[src/rtl/controller_link_tx.sv]
// Controller-side serial transmitter: snapshots one controller sample and shifts it out
// MSB first as a 24-bit frame on a generated clock, then holds an idle gap for resync.
module controller_link_tx #(
  parameter int unsigned CLK_DIV    = 50,
  parameter int unsigned GAP_CYCLES = 2000
) (
  input  logic        clk_in,
  input  logic        rst_in,
  input  logic [7:0]  buttons_in,
  input  logic [7:0]  joystick_x_in,
  input  logic [7:0]  joystick_y_in,
  input  logic        frame_valid_in,
  output logic        frame_ready_out,
  output logic        chip_data_out,
  output logic        chip_clk_out,
  output logic        busy_out,
  output logic [15:0] frames_sent_out
);

  localparam int unsigned FRAME_W = 24;
  localparam int unsigned BIT_W   = 5;
  localparam int unsigned HALF_W  = $clog2(CLK_DIV + 1);
  localparam int unsigned GAP_W   = $clog2(GAP_CYCLES + 1);

  typedef enum logic [1:0] {
    ST_GAP,
    ST_IDLE,
    ST_LOAD,
    ST_SHIFT
  } state_t;

  state_t               state;
  logic [GAP_W-1:0]     gap_cnt;
  logic [HALF_W-1:0]    half_cnt;
  logic [BIT_W-1:0]     bit_cnt;
  logic [FRAME_W-1:0]   shreg;

  // Reset is asynchronous so the link lines drop immediately, even mid-frame.
  always_ff @(posedge clk_in or negedge rst_in) begin
    if (!rst_in) begin
      state           <= ST_GAP;
      gap_cnt         <= '0;
      half_cnt        <= '0;
      bit_cnt         <= '0;
      shreg           <= '0;
      frame_ready_out <= 1'b0;
      chip_data_out   <= 1'b0;
      chip_clk_out    <= 1'b0;
      busy_out        <= 1'b0;
      frames_sent_out <= '0;
    end else begin
      case (state)
        ST_GAP: begin
          if (gap_cnt == GAP_W'(GAP_CYCLES - 1)) begin
            gap_cnt         <= '0;
            frame_ready_out <= 1'b1;
            state           <= ST_IDLE;
          end else begin
            gap_cnt <= gap_cnt + GAP_W'(1);
          end
        end

        ST_IDLE: begin
          if (frame_valid_in) begin
            shreg           <= {buttons_in, joystick_x_in, joystick_y_in};
            frame_ready_out <= 1'b0;
            busy_out        <= 1'b1;
            state           <= ST_LOAD;
          end
        end

        ST_LOAD: begin
          chip_data_out <= shreg[FRAME_W-1];
          chip_clk_out  <= 1'b0;
          half_cnt      <= '0;
          bit_cnt       <= '0;
          state         <= ST_SHIFT;
        end

        ST_SHIFT: begin
          if (half_cnt == HALF_W'(CLK_DIV - 1)) begin
            half_cnt <= '0;
            if (!chip_clk_out) begin
              chip_clk_out <= 1'b1;
            end else begin
              // Falling edge: data only moves while the clock line is low.
              chip_clk_out <= 1'b0;
              if (bit_cnt == BIT_W'(FRAME_W - 1)) begin
                chip_data_out   <= 1'b0;
                frames_sent_out <= frames_sent_out + 16'd1;
                busy_out        <= 1'b0;
                gap_cnt         <= '0;
                state           <= ST_GAP;
              end else begin
                bit_cnt       <= bit_cnt + BIT_W'(1);
                shreg         <= {shreg[FRAME_W-2:0], 1'b0};
                chip_data_out <= shreg[FRAME_W-2];
              end
            end
          end else begin
            half_cnt <= half_cnt + HALF_W'(1);
          end
        end

        default: state <= ST_GAP;
      endcase
    end
  end

endmodule
[config.mk]
export PLATFORM = sky130hd
export DESIGN_NAME = controller_link_tx
export DESIGN_NICKNAME = d
export VERILOG_FILES = /design/src/rtl/controller_link_tx.sv
export SDC_FILE = /design/constraint.sdc
export NUM_CORES = 1
export LEC_CHECK = 0
export ABC_AREA = 1
export BUFFER_PORTS_ARGS = -buffer_cell sky130_fd_sc_hd__buf_2
export CAP_MARGIN = 10
export CELL_PAD_IN_SITES_DETAIL_PLACEMENT = 0
export CELL_PAD_IN_SITES_GLOBAL_PLACEMENT = 1
export CORE_ASPECT_RATIO = 0.8
export CORE_MARGIN = 10
export CORE_UTILIZATION = 38
export CTS_BUF_LIST = sky130_fd_sc_hd__clkbuf_16
export DETAILED_ROUTE_END_ITERATION = 16
export PLACE_DENSITY_LB_ADDON = 0.1
export SYNTH_ARGS = -nofsm -noshare
export SYNTH_HDL_FRONTEND = slang
export SYNTH_SLANG_ARGS = --single-unit
[constraint.sdc]
create_clock -name clk_in -period 1.7 [get_ports clk_in]
set_clock_uncertainty 0.15 [all_clocks]
set_input_delay 0.51 -clock clk_in [delete_from_list [all_inputs] [get_ports clk_in]]
set_output_delay 0.51 -clock clk_in [all_outputs]
set_load 0.005 [all_outputs]
==> metrics.md <==
| Metric | Value |
|---|---|
| Clock Latency Late Sink | `330 ps` |
| Initial Util | `0.392` |
| CP endpoint kind | `flop` |
| Fmax | `0.582 GHz` |
| Clk network pwr share | `0.532` |
| IO Pins | `47` |
| Floorplan die height | `112 um` |
| Least-Margin Pin Slew | `340 ps` |
| Final antenna diode count | `0` |
| P&R area growth vs syn | `38.3%` |
| Most frequent cells in the layout | `nand2_1, dfrtp_1, buf_2, buf_4, nor2_1` |
| Critical path's largest stage delay | `380 ps` |
| Status | `finished with violations` |
| Die Width | `135 um` |
| Total GRT Usage | `0.146` |
| DR WL/cell | `13.9 um` |
| Pin count of the biggest net entering global routing | `36` |
| Sequential element share of the synthesized area | `0.423` |
| Antenna Nets Post-Route | `0` |
| Syn avg cell area | `7.17 sq um` |
| Kind of critical path | `flop to flop` |
| Max_slew headroom | `0.773` |
| Hold Path Class | `flop to flop` |
| DR DRC count | `0` |
| H-tree depth | `3` |
| LEAKAGE | `0.00287 uW` |
| Max-Cap Viols | `0` |
| Post-route minimum period | `1720 ps` |
| Logic pwr share | `0.027` |
| Total Wirelength | `11.3 mm` |
| CTS tree | `yes` |
| First-pass GRT wire length | `18.3 mm` |
| Final #Nets | `706` |
| Part of the power in registers | `0.441` |
| Post-synthesis register bit count | `68` |
| Crit-path max FO | `8` |
| Worst EP arrival | `1840 ps` |
| Ys Warns | `0` |
| Clk root buf | `clkbuf_16` |
| GRT overflow | `0` |
| Via count | `3,925` |
| DR vias/cell | `4.82` |
| Slowest CP cell | `dfrtp_1` |
| Worst Path Required | `1820 ps` |
| Hpwl dp | `7.61 mm` |
| Minimum hold slack | `319 ps` |
| Setup violators final | `6` |
| Sw Ratio | `0.204` |
| RSZ-0062 raised after global routing | `yes` |
| CTS buffer count | `9` |
| Num Clock Sinks | `68` |
| Clock slew at reported path FFs | `60 ps` |
| Cell row count | `33` |
| Failing checks | `negative setup slack` |
| Register area | `1700 sq um` |
| Period utilization | `1.01` |
| Cell Pwr Density | `660 nW/um^2` |
| Routability cong. | `0.803` |
| P_sw | `749 uW` |
| Cells along the critical path | `inv_2 > ha_4 > buf_6 > nand4_4 > buf_6 > nor2_4 > clkbuf_16 > nand2_1 > nand2_1` |
| Final hold vios | `0` |
| Final WS setup | `-19.0 ps` |
| Die area | `15,100 sq um` |
| Setup crit start kind | `flop` |
| Synth unique cells | `27` |
| Share of post-route cells with drive strength above 1 | `0.280` |
| Most common cell after layout, fill and taps aside | `nand2_1` |
| Pre-CTS setup slack | `-151 ps` |
| Cells after synthesis | `561` |
| DR pass1 iterations | `4` |
| Core Box Area | `10,300 sq um` |
| Peak supply drop | `0.375 mV` |
| Synthesized Nets | `598` |
| Area of the multi-input gates | `2280 sq um` |
| I/O Buffers | `46` |
| Drt initial violations | `283` |
| Initial antenna violation count | `0` |
| Number of global-route vias before repair | `3,735` |
| Cell Area, Synth | `4030 sq um` |
| Max Slew Vio Count | `0` |
| Number of fill cells | `988` |
| Clk buf depth | `2` |
| Int Pwr | `2930 uW` |
==> sequential cells by signal (all words and copies together) (netlist names) <==
signal           flops
frames_sent_out     16
gap_cnt             11
shreg               24
busy_out             1
bit_cnt              5
chip_clk_out         1
state                2
frame_ready_out      1
half_cnt             6
chip_data_out        1
==> power by group through the flow <==
stage	Sequential [uW]	Combinational, uW	Clock [uW]
global placement	1650	101	0
finish	1620	100	1960
global route	1620	117	2070
floorplan	1650	21.4	0
detailed placement	1650	101	0
CTS	1620	104	2000
==> layer usage <==
| metal | GRT usage | vias to the layer above | part of all wire |
|---|---|---|---|
| met1 | 0.198 | 1836 | 0.49 |
| met3 | 0.0414 | 8 | 0.045 |
| li1 | - | 2011 | - |
| met5 | 0 | - | 0 |
| met4 | 0.0322 | 0 | 0.0056 |
| met2 | 0.224 | 70 | 0.46 |
==> path summary, 6_finish.rpt <==
path / startpoint / to / slack [ps] / cells past startpoint
min: shreg[22] / shreg[22] / 320 / 2
max reg2reg: half_cnt[1] / frames_sent_out[10] / -20 / 9
max in group asynchronous: rst_in / shreg[1] / 440 / 3
max: half_cnt[1] / frames_sent_out[10] / -20 / 9
min reg2reg: shreg[22] / shreg[22] / 320 / 2
min in group asynchronous: rst_in / gap_cnt[8] / 470 / 2
==> cell usage after synthesis, drive strengths merged <==
| cell | instances | area [sq um] |
|---|---|---|
| a21oi | 9 | 48.8 |
| nand3 | 38 | 215 |
| nand3b | 3 | 22.5 |
| ha | 10 | 125 |
| nand4 | 34 | 219 |
| nand2 | 262 | 993 |
| buf | 16 | 120 |
| xnor2 | 8 | 70.1 |
| nor2 | 44 | 185 |
| xor2 | 7 | 61.3 |
| o22ai | 2 | 12.5 |
| o21ai | 18 | 90.1 |
| clkbuf | 5 | 18.8 |
| or2 | 1 | 6.26 |
| inv | 36 | 135 |
| dfrtp | 68 | 1700 |
==> critical path: cells and delay by family, from the launching register on <==
family | cells | cell delay, ps
flops | 1 | 380
fa+ha+maj | 1 | 140
buf+inv | 4 | 540
simple gates | 4 | 440
==> area by class of cell <==
class / instances / area share
multi-input combinational: 439 / 0.410
sequential: 68 / 0.306
timing repair buffer: 115 / 0.171
clock buffer: 9 / 0.0404
tap: 140 / 0.0315
inverter: 36 / 0.0252
clock inverter: 7 / 0.0151
==> per-stage QoR <==
stage	util	setup TNS, ps	instances	cell area, sq um	total power, uW
after floorplan	-	0	561	4030	1670
after global placement	0.460	-2020	776	4730	1750
after detailed placement	0.460	-3130	776	4730	1750
after CTS	0.497	-386	796	5110	3720
after global routing	0.542	-1890	814	5570	3810
final	0.542	-81.0	814	5570	3680
==> kinds of logic after synthesis <==
group                      count (synthesis)  share of synthesized area
AOI/OAI and AO/OA                         29                     0.0376
and+or+nand+nor                          382                      0.408
xor gates and xnor gates                  15                     0.0326
adders and majority gates                 10                     0.0311
buffers and inverters                     57                     0.0681
DFF                                       68                      0.423
==> timing repair <==
action                                  in CTS  in global routing
hold buffers                                 1                  0
gates resized for setup                      7                 74
cloned                                       2                  5
hold endpoints to repair                     9                  0
pin swaps                                    2                 28
buffers inserted                             1                 13
endpoints found under the setup margin      29                 57
No activity file was read; power rests on OpenSTA's default activity.
